==> src/rtl/protobuf_pkg.sv <==
// Shared protobuf streaming definitions.
// Purpose: the varint geometry constants, the wire-byte count type and the
//          serializer state encoding, used by the varint stream blocks.
// Contents:
//   VARINT_DECODE_SIZE  - width of an unencoded varint integer (64)
//   VARINT_ENCODE_BYTES - maximum wire bytes of one encoded varint (10)
//   varint_size_t       - wire byte count, 1..VARINT_ENCODE_BYTES when legal
//   ser_state_e         - byte serializer states
package protobuf_pkg;

    localparam int VARINT_DECODE_SIZE  = 64;
    localparam int VARINT_ENCODE_BYTES = 10;

    typedef logic [3:0] varint_size_t;

    typedef enum logic {
        SER_IDLE = 1'b0,
        SER_SEND = 1'b1
    } ser_state_e;

endpackage

==> src/rtl/varint_byte_serializer.sv <==
// Varint byte serializer.
// Purpose: accepts one packed encoded varint word with its wire byte count
//          and streams it out one byte per cycle, first wire byte first.
//          Back-to-back words run without an idle cycle; words with an
//          illegal byte count are dropped and flagged on err_size.
// Ports:
//   clk, rst_n          - clock, asynchronous active-low reset
//   in_valid/in_ready   - word handshake
//   in_data             - packed word, wire byte k in in_data[ENCODE_SIZE-1-8k -: 8]
//   in_size             - number of wire bytes, legal 1..ENCODE_BYTES
//   out_valid/out_ready - byte handshake
//   out_data, out_last  - current byte, final byte of the word
//   err_size            - one-cycle pulse when an illegal word is dropped
//   word_count          - words fully emitted, wraps at 2^16
module varint_byte_serializer
    import protobuf_pkg::*;
#(
    parameter int DECODE_SIZE = VARINT_DECODE_SIZE,
    parameter int ENCODE_SIZE = ((DECODE_SIZE - 1) / 7 + 1) * 8
) (
    input  logic                   clk,
    input  logic                   rst_n,
    input  logic                   in_valid,
    output logic                   in_ready,
    input  logic [ENCODE_SIZE-1:0] in_data,
    input  logic [3:0]             in_size,
    output logic                   out_valid,
    input  logic                   out_ready,
    output logic [7:0]             out_data,
    output logic                   out_last,
    output logic                   err_size,
    output logic [15:0]            word_count
);

    localparam int ENCODE_BYTES = ENCODE_SIZE / 8;

    ser_state_e             state_q;
    logic [ENCODE_SIZE-1:0] hold_q;
    varint_size_t           size_q;
    varint_size_t           idx_q;
    logic                   err_size_q;
    logic [15:0]            word_count_q;
    logic [15:0]            word_count_d;

    logic       send;
    logic       last_byte;
    logic       last_hs;
    logic       accept;
    logic       size_legal;
    logic [7:0] hold_bytes [ENCODE_BYTES];

    // Wire byte view of the holding register: entry k is the k-th byte sent.
    genvar gi;
    generate
        for (gi = 0; gi < ENCODE_BYTES; gi++) begin : g_bytes
            assign hold_bytes[gi] = hold_q[ENCODE_SIZE-1-8*gi -: 8];
        end
    endgenerate

    assign send       = (state_q == SER_SEND);
    assign last_byte  = send && (idx_q == size_q - 4'd1);
    assign last_hs    = last_byte && out_ready;
    // A new word may enter while idle or on the handshake that retires the
    // final byte of the current word; this keeps the byte stream gap-free.
    assign in_ready   = !send || last_hs;
    assign accept     = in_valid && in_ready;
    assign size_legal = (in_size != 4'd0) && (in_size <= varint_size_t'(ENCODE_BYTES));
    assign word_count_d = word_count_q + 16'd1;

    always_ff @(posedge clk or negedge rst_n) begin
        if (!rst_n) begin
            state_q      <= SER_IDLE;
            hold_q       <= '0;
            size_q       <= '0;
            idx_q        <= '0;
            err_size_q   <= 1'b0;
            word_count_q <= '0;
        end else begin
            err_size_q <= accept && !size_legal;
            case (state_q)
                SER_IDLE: begin
                    if (accept && size_legal) begin
                        hold_q  <= in_data;
                        size_q  <= in_size;
                        idx_q   <= '0;
                        state_q <= SER_SEND;
                    end
                end
                SER_SEND: begin
                    if (out_ready) begin
                        if (last_byte) begin
                            word_count_q <= word_count_d;
                            idx_q        <= '0;
                            if (accept && size_legal) begin
                                hold_q <= in_data;
                                size_q <= in_size;
                            end else begin
                                state_q <= SER_IDLE;
                            end
                        end else begin
                            idx_q <= idx_q + 4'd1;
                        end
                    end
                end
                default: state_q <= SER_IDLE;
            endcase
        end
    end

    assign out_valid  = send;
    assign out_data   = hold_bytes[idx_q];
    assign out_last   = last_byte;
    assign err_size   = err_size_q;
    assign word_count = word_count_q;

endmodule

==> config.mk <==
export PLATFORM = sky130hd
export DESIGN_NAME = varint_byte_serializer
export DESIGN_NICKNAME = d
export VERILOG_FILES = /design/src/rtl/protobuf_pkg.sv /design/src/rtl/varint_byte_serializer.sv
export SDC_FILE = /design/constraint.sdc
export NUM_CORES = 1
export LEC_CHECK = 0
export CELL_PAD_IN_SITES_DETAIL_PLACEMENT = 0
export CELL_PAD_IN_SITES_GLOBAL_PLACEMENT = 1
export CORE_UTILIZATION = 41
export DETAILED_ROUTE_END_ITERATION = 10
export GPL_ROUTABILITY_DRIVEN = 0
export MAX_ROUTING_LAYER = met4
export PLACE_DENSITY_LB_ADDON = 0.3
export SETUP_SLACK_MARGIN = 0.15
export SLEW_MARGIN = 5
export SYNTH_ARGS = -nofsm -noshare
export SYNTH_HDL_FRONTEND = slang
export SYNTH_SLANG_ARGS = --single-unit
export TNS_END_PERCENT = 30
==> constraint.sdc <==
create_clock -name clk -period 2.5 [get_ports clk]
set_input_delay 0.5 -clock clk [delete_from_list [all_inputs] [get_ports clk]]
set_output_delay 0.5 -clock clk [all_outputs]
set_load 0.005 [all_outputs]
==> out/summary.txt, run 1 <==
CLOCK TREE
------------------------------------------------------------------------------------------
TritonCTS clock tree ........................................................        built
Hold_buf cts ................................................................            0
Clock Tree Root ............................................................. sky130_fd_sc_hd__clkbuf_16
H-tree levels ...............................................................            3
Number of buffers created by CTS ............................................            9
Insertion delay to the later sink of the worst-skew pair ....................       360 ps
Clock edge transition at the registers on the reported setup and hold paths .        80 ps
Clk sinks ...................................................................          106
Clk buf depth ...............................................................            2

TIMING
------------------------------------------------------------------------------------------
Worst-margin pin slew .......................................................       562 ps
Relative slew margins .......................................................        62.5%
Total of endpoints with negative setup slack in the final report ............            0
Setup repair after global routing missed its margin .........................         true
Min Clock Period, post-route ................................................      2470 ps
Final hold violation count ..................................................            0
Worst path setup slack after routing ........................................      31.5 ps
Setup clock skew after layout ...............................................      15.6 ps
Crit share post-route .......................................................        98.7%
Number of max-slew violations in the final report ...........................            0
Setup TNS Final .............................................................         0 ps
Highest clock rate ..........................................................      405 MHz

CRITICAL PATH
------------------------------------------------------------------------------------------
Critical path endpoint category .............................................  output port
Critical path's slowest cell ................................................ sky130_fd_sc_hd__mux4_2
Worst Path Class, Setup ..................................................... flop to output port
Required time worst endpoint ................................................      2000 ps
Arrival time at the worst endpoint ..........................................      1970 ps
Top fanout value on the critical path .......................................            5
Delay of the slowest cell on the worst path .................................       540 ps
Critical Path, Cell by Cell ................................................. buf_12 > mux4_2 > a21oi_4 > o21ai_2 > clkdlybuf4s15_2
Worst path bufs/invs ........................................................            2
Kind of cell with the highest combined delay on the critical path ........... multiplexers
Kind of start point of the critical path ....................................         flop

GRT
------------------------------------------------------------------------------------------
Largest net degree at the start of global routing ...........................           80
First-pass GRT wire length ..................................................      19.6 mm
Initial antenna violation count .............................................            0
Total congestion overflow ...................................................            0
Vias in the first global route ..............................................         3704
Total Routing Usage GR ......................................................        20.4%

POWER AND IR DROP
------------------------------------------------------------------------------------------
Maximum vdd ir drop .........................................................     0.560 mV
Lkg Pwr .....................................................................   0.00333 uW
Power density over the cells ................................................ 1200 nW/um^2

PLACEMENT
------------------------------------------------------------------------------------------
DP Area .....................................................................   6680 sq um
Input/output buffers ........................................................          115
Inst Count DP ...............................................................          644
Final HPWL DP ...............................................................      8.21 mm
Post-Place Setup Slack ......................................................      31.6 ps

YOSYS
------------------------------------------------------------------------------------------
Cell accounting for the most synthesized area ............................... sky130_fd_sc_hd__dfrtp_1
Flip-flop and latch count after synthesis ...................................          106
Post-Syn Area ...............................................................   5240 sq um
Post-Synthesis Net Count ....................................................          450
Yosys synthesis warning count ...............................................            0
Number of instances in the synthesized netlist ..............................          359
Most common flop cell mapped by yosys ....................................... sky130_fd_sc_hd__dfrtp_1
Largest cells by area after synthesis ....................................... sky130_fd_sc_hd__dfrtp_1 51%, sky130_fd_sc_hd__mux2_4 17%, sky130_fd_sc_hd__mux4_2 6.9%
Mapped Avg Cell Area ........................................................   14.6 sq um
Register area share after synthesis .........................................        50.6%
Unique masters post-synth ...................................................           45
Number of enable-type register cells in the synthesized netlist .............            0
Share of synthesized registers carrying an async set or reset ...............         100%
Share of Yosys cell area claimed by the top area cell type ..................        50.6%

ROUTE
------------------------------------------------------------------------------------------
Post-detailed-route DRC marker count ........................................            0
Number of nets with antenna violations after routing ........................            0
Via count of the routed design ..............................................         3435
Drt wl/cell .................................................................      18.7 um
DRC violation total after the first TritonRoute iteration ...................          167
Length of the first detailed-routing pass in iterations .....................            4
Drt via density .............................................................         4.99
Routed wire length ..........................................................      12.9 mm

FINISH
------------------------------------------------------------------------------------------
Non-filler cells in the finished layout .....................................          688
Design area .................................................................   7570 sq um
Filler Cells Inserted .......................................................         1002
Core Util, Final ............................................................        62.0%
Layout cells sized above 1 ..................................................        38.5%
Area growth from synthesis to layout ........................................        44.5%
Number of antenna cells inserted ............................................            0
Number of nets at the end of the flow .......................................          606

FLOORPLANNING
------------------------------------------------------------------------------------------
I/O pin cnt .................................................................          116
Core box area ...............................................................  12200 sq um
Width of the die ............................................................       115 um
Floorplan row count .........................................................           40
Total die area ..............................................................  13200 sq um
Effective utilization at floorplan ..........................................        42.9%
Die height ..................................................................       115 um

RUN STATUS
------------------------------------------------------------------------------------------
Status ...................................................................... complete, no violations

MIN PATH
------------------------------------------------------------------------------------------
Type of the tightest min-delay check ........................................ input port to asynchronous set/reset pin

FLOW RUN
------------------------------------------------------------------------------------------
Number of violations of the max-capacitance limit ...........................            0

layout by cell type (no fill, tap or decap), types with 3 or more instances in the layout:
master and n:
sky130_fd_sc_hd__ha_1 3, sky130_fd_sc_hd__buf_6 8, sky130_fd_sc_hd__buf_12 8, sky130_fd_sc_hd__and2_4 4, sky130_fd_sc_hd__o21ai_0 3, sky130_fd_sc_hd__and3_1 5, sky130_fd_sc_hd__o21ai_1 3, sky130_fd_sc_hd__clkdlybuf4s50_1 104
sky130_fd_sc_hd__xor2_1 9, sky130_fd_sc_hd__buf_4 25, sky130_fd_sc_hd__mux2_4 82, sky130_fd_sc_hd__inv_1 5, sky130_fd_sc_hd__dfrtp_1 105, sky130_fd_sc_hd__nand4_1 5, sky130_fd_sc_hd__xnor2_1 8, sky130_fd_sc_hd__mux2i_1 8
sky130_fd_sc_hd__buf_2 8, sky130_fd_sc_hd__clkbuf_16 16, sky130_fd_sc_hd__nor2_1 11, sky130_fd_sc_hd__nor3_1 4, sky130_fd_sc_hd__nand2_1 13, sky130_fd_sc_hd__nor2_2 3, sky130_fd_sc_hd__a21oi_2 5, sky130_fd_sc_hd__mux4_2 16
sky130_fd_sc_hd__nand3_1 13
kinds of logic (layout without fill, tap and decap cells):
family / Yosys count / after routing / synth area share, %
AO/OA/AOI/OAI: 25 / 25 / 3.08
XOR/XNOR: 20 / 20 / 3.75
adder cells (fa/ha/maj): 3 / 3 / 0.717
buffers and inverters: 25 / 184 / 3.61
flip-flops: 106 / 106 / 50.6
multiplexers: 110 / 110 / 31.2
AND/OR/NAND/NOR: 70 / 72 / 7.05
cells in the mapped netlist, types with 2 or more instances:
cell type	count
sky130_fd_sc_hd__xor2_1	10
sky130_fd_sc_hd__xnor2_1	8
sky130_fd_sc_hd__or3_1	2
sky130_fd_sc_hd__inv_1	5
sky130_fd_sc_hd__nand2_1	13
sky130_fd_sc_hd__o211ai_1	2
sky130_fd_sc_hd__mux2_4	60
sky130_fd_sc_hd__a21oi_1	9
sky130_fd_sc_hd__ha_1	3
sky130_fd_sc_hd__nand3_1	14
sky130_fd_sc_hd__buf_6	3
sky130_fd_sc_hd__mux2i_1	9
sky130_fd_sc_hd__mux2_2	11
sky130_fd_sc_hd__and3_1	5
sky130_fd_sc_hd__o21ai_0	8
sky130_fd_sc_hd__nand4_1	5
sky130_fd_sc_hd__nor2_1	14
sky130_fd_sc_hd__buf_8	6
sky130_fd_sc_hd__and2_1	2
sky130_fd_sc_hd__buf_2	4
sky130_fd_sc_hd__nor3_1	4
sky130_fd_sc_hd__mux4_2	16
sky130_fd_sc_hd__dfrtp_1	106
sky130_fd_sc_hd__clkbuf_1	6
sky130_fd_sc_hd__mux2_1	14
state kept, by name, indices dropped and copies added (netlist names):
name and count:
err_size 1, hold_bytes 80, idx_q 4, out_valid 1, size_q 4, word_count 16
through the flow:
step	total power, uW	hold slack (ps)
CTS	8630	52.3
global route	9620	63.0
floorplan	5390	204
detailed placement	6670	439
global placement	6610	437
finish	9080	53.6
worst reg2reg max path: stages (launching register included):
cell and delay (ps):
sky130_fd_sc_hd__dfrtp_2 470, sky130_fd_sc_hd__buf_12 160, sky130_fd_sc_hd__buf_4 140, sky130_fd_sc_hd__xor2_2 150
sky130_fd_sc_hd__nand3_2 130, sky130_fd_sc_hd__o31ai_4 230, sky130_fd_sc_hd__buf_6 160, sky130_fd_sc_hd__and2_4 280
sky130_fd_sc_hd__clkbuf_16 220, sky130_fd_sc_hd__mux2_4 300
power breakdown:
part	internal [uW]	leakage [uW]	switching, uW
Sequential	2450	0.00132	485
Clock	897	0.000163	678
Combinational	2910	0.00184	1670
final cells by class:
type	instances	area, sq um	area share, %
tap	168	210	2.78
inverter	5	18.8	0.248
clock inverter	7	111	1.47
clock buffer	9	225	2.97
multi-input combinational	230	2590	34.2
timing repair buffer	163	1770	23.3
sequential	106	2650	35.1
routing by layer:
layer | vias up | track usage, % | routed length (um)
met1 | 1751 | 25.6 | 5830
met4 | 0 | 4.42 | 93
met2 | 76 | 33.7 | 6530
li1 | 1603 | - | -
met3 | 5 | 4.96 | 433
met5 | - | - | 0
timing repair:
item	in CTS	in global routing
hold endpoints to repair	0	0
pin swaps	14	5
gates cloned	2	11
resized for setup	58	37
buffers inserted	13	2
endpoints found under the setup margin	10	94
worst paths after layout:
path	from	slack (ps)	endpoint	depth (start not counted)
worst max register to register	idx_q[0]	150	hold_bytes[58]	9
max in group asynchronous	rst_n	1690	idx_q[0]	2
worst min-delay path	rst_n	50	hold_bytes[54]	1
min in group clk	word_count[15]	480	word_count[15]	1
worst min register to register	word_count[15]	480	word_count[15]	1
worst max-delay path	idx_q[0]	30	out_data[6]	5
(Power assumes the default switching activity.)
==> run 2: changes to the inputs <==
--- a/config.mk
+++ b/config.mk
@@ -5,15 +5,16 @@
 export SDC_FILE = /design/constraint.sdc
 export NUM_CORES = 1
 export LEC_CHECK = 0
+export ABC_AREA = 1
+export ABC_CLOCK_PERIOD_IN_PS = 2500
 export CELL_PAD_IN_SITES_DETAIL_PLACEMENT = 0
 export CELL_PAD_IN_SITES_GLOBAL_PLACEMENT = 1
-export CORE_UTILIZATION = 41
+export CORE_UTILIZATION = 37
 export DETAILED_ROUTE_END_ITERATION = 10
 export GPL_ROUTABILITY_DRIVEN = 0
 export MAX_ROUTING_LAYER = met4
 export PLACE_DENSITY_LB_ADDON = 0.3
 export SETUP_SLACK_MARGIN = 0.15
-export SLEW_MARGIN = 5
 export SYNTH_ARGS = -nofsm -noshare
 export SYNTH_HDL_FRONTEND = slang
 export SYNTH_SLANG_ARGS = --single-unit
==> run 2 against run 1 <==
Fmax increased by 3.5%. Core utilization decreased by 7.7 points. First-iteration DRC count increased by 78%. Power decreased by 9.1%. Hold slack improved by 120 ps. Wire length increased by 10%. Critical path depth increased by 2. Combinational power decreased by 16%. Flip-flop and latch count unchanged. Highest routed layer unchanged.
==> out/summary.txt, run 2 <==
RUN STATUS
------------------------------------------------------------------------------------------
Status ...................................................................... complete, no violations

FLOORPLANNING
------------------------------------------------------------------------------------------
Die height ..................................................................       120 um   +4.3%
Effective utilization at floorplan ..........................................        38.5%   -4.4 points
Core box area ...............................................................  13400 sq um   +9.7%
I/O pin cnt .................................................................          116   unchanged
Floorplan row count .........................................................           42   +5.0%
Width of the die ............................................................       120 um   +4.3%
Total die area ..............................................................  14400 sq um   +8.9%

ROUTE
------------------------------------------------------------------------------------------
Drt wl/cell .................................................................      14.9 um   -20%
Via count of the routed design ..............................................         4563   +33%
Number of nets with antenna violations after routing ........................            0   unchanged
Routed wire length ..........................................................      14.2 mm   +10%
Post-detailed-route DRC marker count ........................................            0   unchanged
Drt via density .............................................................         4.81   -3.7%
Length of the first detailed-routing pass in iterations .....................            4   unchanged
DRC violation total after the first TritonRoute iteration ...................          297   +78%

TIMING
------------------------------------------------------------------------------------------
Min Clock Period, post-route ................................................      2390 ps   -83.1 ps
Setup repair after global routing missed its margin .........................         true
Final hold violation count ..................................................            0   unchanged
Total of endpoints with negative setup slack in the final report ............            0   unchanged
Crit share post-route .......................................................        95.4%   -3.3 points
Worst-margin pin slew .......................................................       664 ps   +103 ps
Setup clock skew after layout ...............................................      9.78 ps   -5.78 ps
Relative slew margins .......................................................        55.7%   -6.8 points
Highest clock rate ..........................................................      419 MHz   +3.5%
Number of max-slew violations in the final report ...........................            0   unchanged
Setup TNS Final .............................................................         0 ps   unchanged

CLOCK TREE
------------------------------------------------------------------------------------------
Clk buf depth ...............................................................            2   unchanged
Clock edge transition at the registers on the reported setup and hold paths .        70 ps   about the same
Clk sinks ...................................................................          106   unchanged
Insertion delay to the later sink of the worst-skew pair ....................       350 ps   about the same
Number of buffers created by CTS ............................................            9   unchanged
H-tree levels ...............................................................            3   unchanged
Hold_buf cts ................................................................            0   unchanged
Clock Tree Root ............................................................. sky130_fd_sc_hd__clkbuf_16
TritonCTS clock tree ........................................................        built

GRT
------------------------------------------------------------------------------------------
First-pass GRT wire length ..................................................      22.3 mm   +14%
Total congestion overflow ...................................................            0   unchanged
Initial antenna violation count .............................................            0   unchanged
Largest net degree at the start of global routing ...........................           64   -20%
Total Routing Usage GR ......................................................        20.6%   +0.20 points
Vias in the first global route ..............................................         4463   +20%

CRITICAL PATH
------------------------------------------------------------------------------------------
Register-to-register setup slack ............................................       360 ps   +210 ps
Worst Path Class, Setup ..................................................... flop to output port
Reg2Reg Capture Point ....................................................... hold_bytes[56]
Kind of start point of the critical path ....................................         flop
Arrival time at the worst endpoint ..........................................      1890 ps   -80 ps
Critical path endpoint category .............................................  output port
Top fanout value on the critical path .......................................            5   unchanged
Required time worst endpoint ................................................      2000 ps   about the same
Source of the worst register-to-register timing path ........................     idx_q[0]
Number of cells on the worst reg-to-reg path ................................           15   +6

YOSYS
------------------------------------------------------------------------------------------
Top cell types by occurrence after synthesis ................................ 287 x sky130_fd_sc_hd__nand2_1, 106 x sky130_fd_sc_hd__dfrtp_1, 36 x sky130_fd_sc_hd__o21ai_0
Share of synthesized registers carrying an async set or reset ...............         100%   unchanged
Flip-flop and latch count after synthesis ...................................          106   unchanged
Number of instances in the synthesized netlist ..............................          636   +77%
Number of enable-type register cells in the synthesized netlist .............            0   unchanged
Unique masters post-synth ...................................................           27   -40%
Post-Syn Area ...............................................................   5150 sq um   -1.6%
Cell with the most instances after synthesis ................................ sky130_fd_sc_hd__nand2_1
Share of synthesized cell area in full adder, half adder and majority cells .       0.728%   +0.012 points
Register area share after synthesis .........................................        51.5%   +0.82 points
Post-synthesis xor/xnor area fraction .......................................        2.38%   -1.4 points
Mapped Avg Cell Area ........................................................   8.11 sq um   -44%
Largest cells by area after synthesis ....................................... sky130_fd_sc_hd__dfrtp_1 51%, sky130_fd_sc_hd__nand2_1 21%, sky130_fd_sc_hd__mux2i_1 4.3%
Post-Synthesis Net Count ....................................................          727   +62%
Area fraction in compound gates after synthesis .............................        6.46%   +3.4 points
Yosys synthesis warning count ...............................................            0   unchanged
Share of Yosys cell area claimed by the top area cell type ..................        51.5%   +0.82 points
Cell accounting for the most synthesized area ............................... sky130_fd_sc_hd__dfrtp_1
Most common flop cell mapped by yosys ....................................... sky130_fd_sc_hd__dfrtp_1
Post-synthesis share of cell area spent on and, or, nand and nor gates ......        28.8%   +22 points
Combinational family with the most area after synthesis ..................... simple AND/OR/NAND/NOR gates
Share of cell area taken by muxes after synthesis ...........................        4.27%   -27 points

POWER AND IR DROP
------------------------------------------------------------------------------------------
Maximum vdd ir drop .........................................................     0.493 mV   -12%
Lkg Pwr .....................................................................   0.00352 uW   +5.8%
Design Power ................................................................      8250 uW   -9.1%
Power density over the cells ................................................ 1130 nW/um^2   -5.4%

FINISH
------------------------------------------------------------------------------------------
Area growth from synthesis to layout ........................................        41.1%
Flip-flop count of the largest register, all copies and words added .........           80   unchanged
Layout cells sized above 1 ..................................................        13.2%   -25 points
Number of nets at the end of the flow .......................................          859   +42%
Commonest non-fill, non-tap cell in the layout .............................. sky130_fd_sc_hd__nand2_1
Commonest cells after routing, fill and taps aside .......................... 285 x sky130_fd_sc_hd__nand2_1, 105 x sky130_fd_sc_hd__dfrtp_1, 104 x sky130_fd_sc_hd__clkdlybuf4s50_1, 31 x sky130_fd_sc_hd__inv_1, 26 x sky130_fd_sc_hd__nor2_1
Design area .................................................................   7270 sq um   -3.9%
Number of antenna cells inserted ............................................            0   unchanged

FLOW RUN
------------------------------------------------------------------------------------------
Number of violations of the max-capacitance limit ...........................            0   unchanged

PLACEMENT
------------------------------------------------------------------------------------------
DP Area .....................................................................   6570 sq um   -1.7%
Input/output buffers ........................................................          115   unchanged
Final HPWL DP ...............................................................      9.66 mm   +18%

MIN PATH
------------------------------------------------------------------------------------------
Type of the tightest min-delay check ........................................ input port to asynchronous set/reset pin

run 2: cell types whose count changed in the layout (fill, tap and decap cells not counted), moves of 7 or more:
| cell | before | now |
|---|---|---|
| sky130_fd_sc_hd__mux4_2 | 16 | 0 |
| sky130_fd_sc_hd__mux2_4 | 82 | 0 |
| sky130_fd_sc_hd__nor2_1 | 11 | 26 |
| sky130_fd_sc_hd__inv_1 | 5 | 31 |
| sky130_fd_sc_hd__nor3_1 | 4 | 11 |
| sky130_fd_sc_hd__nand3_1 | 13 | 23 |
| sky130_fd_sc_hd__o21ai_0 | 3 | 25 |
| sky130_fd_sc_hd__nand2_1 | 13 | 285 |
run 2: final cells by class:
cell class	count	area, sq um
Clock buffer	14	274
Clock inverter	2	35.0
Inverter	38	148
Sequential cell	106	2650
Fill cell	1256	6130
Multi-Input combinational cell	462	2380
Tap cell	176	220
Timing Repair Buffer	151	1560
run 2: per-layer routing:
metal | global-route usage, % | vias up | wire length, um
met5 | - | - | 0
met4 | 7.97 | 0 | 190
met3 | 3.14 | 12 | 689
met2 | 31.4 | 115 | 6670
met1 | 27.7 | 2147 | 6630
li1 | - | 2289 | -
run 2: timing repair:
action                                  in CTS  in global routing
setup buffers                                8                  5
gates resized for setup                     47                 54
cloned                                       2                  2
endpoints found under the setup margin      10                 73
pin swaps                                    8                 16
run 2: worst max path at each step:
stage | start | end | depth (start not counted)
after detailed placement | idx_q[0] | out_data[4] | 6
after CTS | idx_q[0] | out_data[3] | 7
final | idx_q[0] | out_data[2] | 7
after global routing | idx_q[0] | out_data[0] | 8
after floorplan | size_q[0] | hold_bytes[64] | 14
after global placement | idx_q[0] | out_data[4] | 6
run 2: through the flow:
| step | utilization [%] | setup WS [ps] | std cells | hold WS [ps] |
|---|---|---|---|---|
| 5_1_grt | 54.3 | 53.9 | 949 | 217 |
| 3_3_place_gp | 49.0 | 62.9 | 916 | 460 |
| 4_1_cts | 52.9 | 4.55 | 942 | 195 |
| 2_1_floorplan | - | 544 | 636 | 204 |
| 3_5_place_dp | 49.0 | 50.7 | 916 | 468 |
| 6_report | 54.3 | 115 | 949 | 172 |
run 2: where the power goes:
group	internal, uW	switching, uW	leakage, uW	total, uW
logic	1860	1960	0.00205	3820
clock network	859	620	0.000153	1480
registers	2430	527	0.00132	2950
run 2: cell families (layout without fill, tap and decap cells):
family	count (synthesis)	in the layout
multiplexers	22	22
flip-flops	106	106
AND/OR/NAND/NOR	368	368
adder cells (fa/ha/maj)	3	3
buffers and inverters	68	205
XOR/XNOR	14	14
AO/OA/AOI/OAI	55	55
run 2: critical path: stages (launching register included):
cell and delay (ps):
sky130_fd_sc_hd__dfrtp_2 460, sky130_fd_sc_hd__buf_12 150, sky130_fd_sc_hd__buf_6 120, sky130_fd_sc_hd__o21ai_0 210
sky130_fd_sc_hd__o22ai_1 140, sky130_fd_sc_hd__o211ai_1 180, sky130_fd_sc_hd__o21ai_1 110, sky130_fd_sc_hd__buf_2 150
==> run 3: changes to the inputs <==
--- a/config.mk
+++ b/config.mk
@@ -7,7 +7,7 @@
 export LEC_CHECK = 0
 export ABC_AREA = 1
 export ABC_CLOCK_PERIOD_IN_PS = 2500
-export CELL_PAD_IN_SITES_DETAIL_PLACEMENT = 0
+export CELL_PAD_IN_SITES_DETAIL_PLACEMENT = 1
 export CELL_PAD_IN_SITES_GLOBAL_PLACEMENT = 1
 export CORE_UTILIZATION = 37
 export DETAILED_ROUTE_END_ITERATION = 10
==> run 3 against run 2 <==
The run now ends with setup timing left. Highest routed layer unchanged. Largest cell class unchanged. Register-to-register slack got worse by 40 ps. Clock skew about the same. Critical path depth unchanged. Clock-buffer cell count decreased by 1.
==> out/summary.txt, run 3 (same netlist as run 2, synthesis figures left out) <==
CRITICAL PATH
------------------------------------------------------------------------------------------
Delay of the slowest cell on the worst path .................................       570 ps   +110 ps
Worst Path Class, Setup ..................................................... flop to output port
Setup crit start ............................................................     idx_q[0]
Critical path endpoint category .............................................  output port
Kind of cell with the highest combined delay on the critical path ...........   flip-flops
Critical path's slowest cell ................................................ sky130_fd_sc_hd__dfrtp_4
Source of the worst register-to-register timing path ........................     idx_q[0]
Required time worst endpoint ................................................      2000 ps   about the same
Arrival time at the worst endpoint ..........................................      2040 ps   +150 ps
Worst path bufs/invs ........................................................            3   unchanged
Kind of start point of the critical path ....................................         flop
Top fanout value on the critical path .......................................            8   +3
Most common cell type on the critical path .................................. sky130_fd_sc_hd__o21ai_0
Critical Path, Cell by Cell ................................................. buf_6 > buf_12 > o21ai_0 > o221ai_2 > nand3_1 > o21ai_0 > buf_2

MIN PATH
------------------------------------------------------------------------------------------
Type of the tightest min-delay check ........................................ input port to asynchronous set/reset pin

CLOCK TREE
------------------------------------------------------------------------------------------
Clock edge transition at the registers on the reported setup and hold paths .        70 ps   about the same
H-tree levels ...............................................................            3   unchanged
Clock Tree Root ............................................................. sky130_fd_sc_hd__clkbuf_16
Insertion delay to the later sink of the worst-skew pair ....................       350 ps   about the same
Number of buffers created by CTS ............................................            9   unchanged
Clk sinks ...................................................................          106   unchanged
Clk buf depth ...............................................................            2   unchanged
Hold_buf cts ................................................................            0   unchanged
TritonCTS clock tree ........................................................        built

PLACEMENT
------------------------------------------------------------------------------------------
Final HPWL DP ...............................................................      10.9 mm   +13%
Input/output buffers ........................................................          115   unchanged

TIMING
------------------------------------------------------------------------------------------
Crit share post-route .......................................................         101%   +6.0 points
Total of endpoints with negative setup slack in the final report ............            1   +1
Worst-margin pin slew .......................................................       666 ps   +1.93 ps
Final hold violation count ..................................................            0   unchanged
Highest clock rate ..........................................................      394 MHz   -5.9%
Setup repair after global routing missed its margin .........................         true
Number of max-slew violations in the final report ...........................            0   unchanged
Relative slew margins .......................................................        55.6%   -0.13 points
Min Clock Period, post-route ................................................      2540 ps   +150 ps
Setup clock skew after layout ...............................................      10.1 ps   +0.363 ps
Worst path setup slack after routing ........................................     -35.4 ps   -150 ps

ROUTE
------------------------------------------------------------------------------------------
Routed wire length ..........................................................      16.3 mm   +15%
Drt wl/cell .................................................................      17.1 um   +14%
Drt via density .............................................................         5.02   +4.4%
Via count of the routed design ..............................................         4795   +5.1%
Post-detailed-route DRC marker count ........................................            0   unchanged
Length of the first detailed-routing pass in iterations .....................            4   unchanged
Number of nets with antenna violations after routing ........................            0   unchanged
DRC violation total after the first TritonRoute iteration ...................          249   -16%

GRT
------------------------------------------------------------------------------------------
Vias in the first global route ..............................................         5163   +16%
Busiest layer in global routing .............................................         met2
Total congestion overflow ...................................................            0   unchanged
Met3 Usage GRT ..............................................................        4.18%   +1.0 points
Fraction of met1 tracks used by global routing ..............................        30.0%   +2.3 points
Total Routing Usage GR ......................................................        24.1%   +3.4 points
Largest net degree at the start of global routing ...........................           64   unchanged
First-pass GRT wire length ..................................................      26.2 mm   +18%
GR Layer Usage met2 .........................................................        39.2%   +7.8 points
Initial antenna violation count .............................................            0   unchanged

FLOORPLANNING
------------------------------------------------------------------------------------------
I/O pin cnt .................................................................          116   unchanged
Core box area ...............................................................  13400 sq um   unchanged
Effective utilization at floorplan ..........................................        38.5%   unchanged
Die height ..................................................................       120 um   unchanged
Floorplan row count .........................................................           42   unchanged
Width of the die ............................................................       120 um   unchanged
Total die area ..............................................................  14400 sq um   unchanged

RUN STATUS
------------------------------------------------------------------------------------------
Violated checks ............................................................. setup timing
Status ...................................................................... finished, violations left

POWER AND IR DROP
------------------------------------------------------------------------------------------
Power density over the cells ................................................ 1160 nW/um^2   +2.4%
Design Power ................................................................      8590 uW   +4.1%
Maximum vdd ir drop .........................................................     0.481 mV   -2.4%
Lkg Pwr .....................................................................   0.00356 uW   +1.2%

FINISH
------------------------------------------------------------------------------------------
Commonest cells after routing, fill and taps aside .......................... 284 x sky130_fd_sc_hd__nand2_1, 105 x sky130_fd_sc_hd__dfrtp_1, 104 x sky130_fd_sc_hd__clkdlybuf4s50_1, 30 x sky130_fd_sc_hd__inv_1, 27 x sky130_fd_sc_hd__nor2_1
Number of antenna cells inserted ............................................            0   unchanged
Layout cells sized above 1 ..................................................        14.8%   +1.6 points
Number of nets at the end of the flow .......................................          866   +0.81%
Area growth from synthesis to layout ........................................        43.4%
Core Util, Final ............................................................        55.2%   +0.90 points
Commonest non-fill, non-tap cell in the layout .............................. sky130_fd_sc_hd__nand2_1
Flip-flop count of the largest register, all copies and words added .........           80   unchanged

FLOW RUN
------------------------------------------------------------------------------------------
Number of violations of the max-capacitance limit ...........................            0   unchanged

==> run 3: cell types whose count changed in the layout (fill, tap and decap cells not counted), moves of 3 or more <==
cell and change:
sky130_fd_sc_hd__nor2_2 -3, sky130_fd_sc_hd__clkbuf_2 -3, sky130_fd_sc_hd__mux2i_2 +3, sky130_fd_sc_hd__o221ai_1 -3, sky130_fd_sc_hd__buf_16 +3, sky130_fd_sc_hd__o21ai_1 +5, sky130_fd_sc_hd__o221ai_2 +3, sky130_fd_sc_hd__buf_4 +3
sky130_fd_sc_hd__buf_2 +3, sky130_fd_sc_hd__o21ai_0 -4
==> run 3: final cells by class <==
type / instances / area (sq um)
timing repair buffer: 158 / 1670
fill: 1590 / 6010
tap: 176 / 220
clock inverter: 2 / 12.5
multi-input combinational: 462 / 2430
clock buffer: 13 / 260
inverter: 38 / 150
sequential: 106 / 2660
==> run 3: timing repair <==
action                     4_1_cts  5_1_grt
gates resized for setup         93       31
buffers inserted                15        2
pin swaps                       14       11
gates cloned                     5        2
setup endpoints to repair       10       70
==> run 3: stage by stage <==
| stage | hold WS (ps) | setup WS [ps] | TNS (ps) | std cells | area [sq um] |
|---|---|---|---|---|---|
| floorplan | 204 | 544 | 0 | 636 | 5150 |
| global placement | 460 | 62.9 | 0 | 916 | 6570 |
| detailed placement | 465 | 29.8 | 0 | 916 | 6570 |
| CTS | 197 | 51.6 | 0 | 951 | 7230 |
| global route | 217 | -134 | -176 | 955 | 7390 |
| finish | 176 | -35.4 | -35.4 | 955 | 7390 |
==> run 3: path summary, 6_finish.rpt <==
check | endpoint | slack (ps) | depth (start not counted)
max | out_data[6] | -40 | 7
max reg2reg | hold_bytes[56] | 320 | 14
max in group asynchronous | hold_bytes[57] | 1640 | 2
min in group clk | hold_bytes[7] | 480 | 2
min reg2reg | hold_bytes[7] | 480 | 2
min | hold_bytes[37] | 180 | 1
==> run 3: report_power, final <==
| part | total [uW] | switching, uW | leakage (uW) | internal, uW |
|---|---|---|---|---|
| Clock | 1350 | 621 | 0.000132 | 725 |
| Sequential | 3020 | 591 | 0.00132 | 2430 |
| Combinational | 4220 | 2170 | 0.00211 | 2060 |
| Total | 8590 | 3380 | 0.00356 | 5210 |
==> run 3: layer usage <==
metal | wire [um] | part of all wire, %
met1 | 7210 | 44
met2 | 8180 | 50
met3 | 641 | 3.9
met4 | 301 | 1.8
met5 | 0 | 0
